[config.mk]
export PLATFORM = sky130hd
export DESIGN_NAME = triggerplay_engine
export DESIGN_NICKNAME = d
export VERILOG_FILES = /design/src/rtl/triggerrec_pkg.sv /design/src/rtl/triggerplay_sync_edge.sv /design/src/rtl/triggerplay_engine.sv
export SDC_FILE = /design/constraint.sdc
export NUM_CORES = 1
export LEC_CHECK = 0
export ABC_AREA = 1
export BUFFER_PORTS_ARGS = -buffer_cell sky130_fd_sc_hd__buf_2
export CORE_MARGIN = 8
export CORE_UTILIZATION = 45
export DETAILED_ROUTE_END_ITERATION = 8
export PLACE_DENSITY = 0.7
export SLEW_MARGIN = 20
export SYNTH_ARGS = -nofsm -noshare
export SYNTH_HDL_FRONTEND = slang
export SYNTH_SLANG_ARGS = --single-unit
[constraint.sdc]
create_clock -name clk_fast -period 3.6 [get_ports clk_fast]
set_input_delay 0.72 -clock clk_fast [delete_from_list [all_inputs] [get_ports clk_fast]]
set_output_delay 0.72 -clock clk_fast [all_outputs]
set_load 0.1 [all_outputs]
[src/rtl/triggerrec_pkg.sv]
// triggerrec_pkg: event word layout and FSM state codes shared by the trigger recorder and player.
package triggerrec_pkg;
    localparam int EV_WIDTH   = 64;
    localparam int EV_IO_LSB  = 48;
    localparam int EV_END_BIT = 47;
    localparam int EV_TS_MSB  = 46;
    typedef enum logic [2:0] {
        ST_IDLE   = 3'd0,
        ST_ARM    = 3'd1,
        ST_RUN    = 3'd2,
        ST_SETTLE = 3'd3,
        ST_DONE   = 3'd4
    } state_t;
endpackage

[src/rtl/triggerplay_sync_edge.sv]
// triggerplay_sync_edge: 2FF synchroniser with rising-edge pulse for an async trigger input.
// Only compiled when TRIGGERPLAY_EXT_TRIG_EN is defined.
`ifdef TRIGGERPLAY_EXT_TRIG_EN
module triggerplay_sync_edge (
    input  logic clk_fast,
    input  logic resetn,
    input  logic i_async,
    output logic o_rise
);
    logic [2:0] r_sh;
    always_ff @(posedge clk_fast) begin
        if (!resetn) r_sh <= '0;
        else         r_sh <= {r_sh[1:0], i_async};
    end
    assign o_rise = r_sh[1] & ~r_sh[2];
endmodule
`endif

[src/rtl/triggerplay_engine.sv]
// triggerplay_engine: replays timestamped GPIO events from the event FIFO against a free-running counter.
// Define TRIGGERPLAY_EXT_TRIG_EN to add ext_trig and the ARM state that waits for its rising edge.
module triggerplay_engine
    import triggerrec_pkg::*;
#(
    parameter int                   IO_LENGTH  = 16,
    parameter int                   TS_WIDTH   = 47,
    parameter logic [IO_LENGTH-1:0] IDLE_LEVEL = '0
) (
    input  logic                 clk_fast,
    input  logic                 resetn,
    input  logic                 i_cmd_start,
    input  logic                 i_cmd_stop,
    input  logic                 i_cnt_load,
    input  logic [63:0]          i_cnt_value,
    input  logic [EV_WIDTH-1:0]  i_ev_data,
    input  logic                 i_ev_nempty,
`ifdef TRIGGERPLAY_EXT_TRIG_EN
    input  logic                 i_ext_trig,
`endif
    output logic                 o_ev_pop,
    output logic [IO_LENGTH-1:0] o_io_out,
    output logic                 o_io_oe,
    output logic [63:0]          o_counter,
    output logic [2:0]           o_state,
    output logic [31:0]          o_played,
    output logic [15:0]          o_late
);
    state_t               r_state, w_next;
    logic [IO_LENGTH-1:0] r_io_out;
    logic                 r_io_oe;
    logic [63:0]          r_counter;
    logic [31:0]          r_played;
    logic [15:0]          r_late;
    logic                 w_due, w_is_late, w_start, w_arm_go;

`ifdef TRIGGERPLAY_EXT_TRIG_EN
    localparam state_t START_ST = ST_ARM;
    triggerplay_sync_edge u_sync (
        .clk_fast (clk_fast),
        .resetn   (resetn),
        .i_async  (i_ext_trig),
        .o_rise   (w_arm_go)
    );
`else
    localparam state_t START_ST = ST_RUN;
    assign w_arm_go = 1'b0;
`endif

    // stop wins over a coincident due event so the head stays in the FIFO
    assign w_due     = r_state == ST_RUN && i_ev_nempty && !i_cmd_stop &&
                       r_counter[TS_WIDTH-1:0] >= i_ev_data[TS_WIDTH-1:0];
    assign w_is_late = r_counter[TS_WIDTH-1:0] > i_ev_data[TS_WIDTH-1:0];
    assign w_start   = i_cmd_start && !i_cmd_stop && (r_state == ST_IDLE || r_state == ST_DONE);

    always_ff @(posedge clk_fast) begin
        if (!resetn) r_state <= ST_IDLE;
        else         r_state <= w_next;
    end

    always_comb begin
        w_next = r_state;
        case (r_state)
            ST_IDLE, ST_DONE: w_next = i_cmd_start ? START_ST : r_state;
            ST_ARM:           w_next = w_arm_go ? ST_RUN : ST_ARM;
            ST_RUN:           w_next = w_due ? (i_ev_data[EV_END_BIT] ? ST_DONE : ST_SETTLE) : ST_RUN;
            ST_SETTLE:        w_next = ST_RUN;
            default:          w_next = ST_IDLE;
        endcase
        if (i_cmd_stop) w_next = ST_IDLE;
    end

    assign o_ev_pop = w_due;

    always_ff @(posedge clk_fast) begin
        if (!resetn) begin
            r_io_out  <= IDLE_LEVEL;
            r_io_oe   <= 1'b0;
            r_counter <= '0;
            r_played  <= '0;
            r_late    <= '0;
        end else begin
            if (i_cnt_load)
                r_counter <= i_cnt_value;
            else if (r_state == ST_RUN || r_state == ST_SETTLE)
                r_counter <= r_counter + 64'd1;
            if (i_cmd_stop)
                r_io_oe <= 1'b0;
            else if (w_start) begin
                r_io_oe  <= 1'b1;
                r_played <= '0;
                r_late   <= '0;
            end
            if (w_due) begin
                r_io_out <= i_ev_data[EV_IO_LSB +: IO_LENGTH];
                r_played <= r_played + 32'd1;
                if (w_is_late) r_late <= r_late + 16'(r_late != 16'hFFFF);
            end
        end
    end

    assign o_io_out  = r_io_out;
    assign o_io_oe   = r_io_oe;
    assign o_counter = r_counter;
    assign o_state   = r_state;
    assign o_played  = r_played;
    assign o_late    = r_late;
endmodule

==> impl_metrics.py <==
metrics = {
    "outcome": {
        "status": "completed",
    },
    "final_layout": {
        "fill_cells": 2216,
        "multi_input_area_um2": 6172,
        "fin_cells": 2091,
        "syn2layout_area_growth_pct": 22.21,
        "final_common_cell": "nand2_1",
        "mostFrequentLayoutCells": "nand2_1 (378), buf_2 (265), nor2_1 (223)",
        "final_nets": 1981,
        "regArea_um2": 2643,
        "drive_gt1_frac": 0.1924,
    },
    "logic_synthesis": {
        "async_flop_share": 0,
        "ys_seq_area_frac": 0.2711,
        "synth_fp_nets": 1735,
        "syn_avg_cell_area_um2": 6.289,
        "syn-instance-count": 1550,
        "synthFlopType": "dfxtp_1",
        "synth-seq-cells": 132,
        "synth_cell_type_count": 41,
        "ys.warnings.count": 0,
        "synth_edf_count": 0,
        "syn_area_um2": 9748,
    },
    "placed_design": {
        "placed_cells": 2057,
        "io_buffer_count": 266,
        "dp_hpwl_um": 28700,
        "place_congestion": 0.9520,
    },
    "grt": {
        "grt_pass1_wl_um": 56120,
        "grt_pass1_vias": 10310,
        "grt_max_degree": 54,
        "antenna_found_initial": 2,
        "grt.overflow.total": 0,
        "grt_usage": 0.2658,
    },
    "setup_path": {
        "slowest_delay_ps": 410,
        "required_ps": 2880,
        "cp_max_fo": 8,
        "path_delay_family": "simple AND/OR/NAND/NOR gates",
        "reg2reg_from": "o_counter[44]$_SDFFE_PN0P_",
        "r2r_slack_ps": 960,
        "crit_arrival_ps": 2450,
        "start_kind": "register",
        "crit_chain": "ha_1 -> nand4_1 -> nor2_1 -> nand2_1 -> nor2_1 -> nand2_1 -> nand4_2 -> nand2_2 -> inv_2 -> buf_12",
        "path_buf_inv": 2,
        "critical_path_class": "reg2out",
        "crit_slowest_cell": "dfxtp_1",
        "rr_worst_depth": 11,
        "r2r-end": "o_played[16]$_SDFFE_PN0P_",
        "crit_path_end_kind": "primary output",
    },
    "sta": {
        "fin_crit_ps": 3174,
        "max_freq_mhz": 315.1,
        "setup-violations-final": 0,
        "rsz0062_at_grt": "no",
        "finalHoldViolations": 0,
        "worstMarginPinSlew_ps": 841.4,
        "finalCritPeriodShare": 0.8816,
        "skew_ps": 10.63,
        "relSlewSlack": 0.4382,
        "setup_tns_ps": 0,
        "slew_viol_final": 0,
        "hold_slack_ps": 473.2,
    },
    "floorplan": {
        "num_io_pins": 267,
        "initial_core_util": 0.4523,
        "die-area_um2": 26630,
        "rows": 54,
        "coreArea_um2": 21550,
        "die_w_um": 163.2,
        "die_y_um": 163.2,
    },
    "drt": {
        "wl_um": 36540,
        "postRouteAntennaNets": 0,
        "drcViolationCount": 0,
        "wl_per_cell_um": 17.47,
        "vias": 11150,
        "dr.pass1.iters": 6,
        "drt-initial-drc-count": 1070,
        "viasPerCell": 5.331,
    },
    "clock_tree": {
        "hold_buffers": 0,
        "cts_tree": "built",
        "clk_pin_slew_ps": 60,
        "root_buffer": "clkbuf_16",
        "cts_setup_buffers": 0,
        "cts_made_buffers": 17,
        "cts_sinks": 132,
        "clk_path_buf_depth": 2,
        "h-tree-depth": 4,
        "cts_resized": 0,
        "worstSkewPairLatency_ps": 430,
    },
    "power_and_ir_drop": {
        "power_density_nw_per_um2": 354.6,
        "peakVddDrop_mv": 0.3329,
        "totalPowerFinal_mw": 4.224,
        "p_leak_nw": 5.568,
    },
    "hold_path": {
        "hp-start": "o_io_oe$_SDFFE_PP0P_",
        "whs_path_depth": 2,
        "hold_path_class": "reg2reg",
        "holdPathEnd": "o_io_oe$_SDFFE_PP0P_",
    },
    "flow_run": {
        "maxCapViolations": 0,
    },
}
==> metrics by stage <==
step	area (um2)	utilization	setup slack, ps
2_1_floorplan	9748	-	375.9
3_3_place_gp	11320	0.5253	487.6
3_5_place_dp	11320	0.5253	485.8
4_1_cts	11910	0.5525	396.3
5_1_grt	11910	0.5527	221.7
6_report	11910	0.5527	426.3
==> cells in the mapped netlist (4+ instances only) <==
cell type,count,share of area
inv_1,181,0.070
clkbuf_1,34,0.013
nor2_1,225,0.087
inv_2,6,0.0023
nor2_4,4,0.0046
nor2_2,4,0.0026
nand3b_1,24,0.018
a31oi_1,26,0.017
nor3_2,6,0.0062
xor2_1,65,0.058
nand3_1,86,0.044
ha_1,51,0.065
o211ai_1,6,0.0046
xnor2_1,18,0.016
o21ai_0,71,0.036
buf_2,13,0.0067
a21oi_1,94,0.048
nand4_1,40,0.026
nand2_1,378,0.15
dfxtp_1,132,0.27
nor3_1,52,0.027
==> state kept, by name, indices dropped and copies added (netlist names) <==
| name | flops |
|---|---|
| o_played | 32 |
| o_io_oe | 1 |
| o_io_out | 16 |
| o_state | 3 |
| o_counter | 64 |
| o_late | 16 |
==> worst register-to-register path, cell delays in order, from the launching register on <==
cell and delay (ps):
dfxtp_1 560, ha_1 320, a21oi_1 160, nor2_1 50, nor2_1 150, nand2_1 120, a21oi_2 170, nand4_2 170
nand2_2 100, buf_4 430, nand3_1 150, a21oi_1 170
==> report_power, final <==
part	internal (mW)	switching, mW	total [mW]
registers	1.51	0.0848	1.59
logic	0.212	0.661	0.873
clock network	1.06	0.702	1.76
total	2.78	1.45	4.22
==> cell families after synthesis <==
logic type	Yosys count	synth area share
AOI/OAI and AO/OA	205	0.1124
buffers and inverters	241	0.09678
DFF	132	0.2711
and+or+nand+nor	838	0.3797
adders and majority gates	51	0.06546
xor gates and xnor gates	83	0.07457
==> worst max path at each step <==
stage	from	to	slack [ps]	cells past startpoint
finish	o_counter[37]$_SDFFE_PN0P_	o_ev_pop	430	10
global route	o_counter[44]$_SDFFE_PN0P_	o_ev_pop	220	10
CTS	o_counter[44]$_SDFFE_PN0P_	o_ev_pop	400	10
detailed placement	i_ev_data[26]	o_ev_pop	490	14
global placement	i_ev_data[46]	o_ev_pop	490	12
floorplan	o_counter[0]$_SDFFE_PN0P_	o_ev_pop	380	11
==> per-layer routing <==
layer | wire length (um) | up-vias | track usage
li1 | - | 5517 | -
met1 | 16270 | 5163 | 0.3523
met2 | 16980 | 420 | 0.4356
met3 | 2577 | 48 | 0.05242
met4 | 713 | 0 | 0.06297
met5 | 0 | - | 0
==> layout make-up <==
type / count / area share
diodes: 2 / 0.0004201
clock buffers: 20 / 0.03834
clock inverters: 12 / 0.01082
inverters: 188 / 0.05924
multi-input cells: 1177 / 0.5181
flip-flops and latches: 132 / 0.2218
well taps: 280 / 0.02941
repair buffers: 280 / 0.1218
Power figures use the tool's default switching activity.
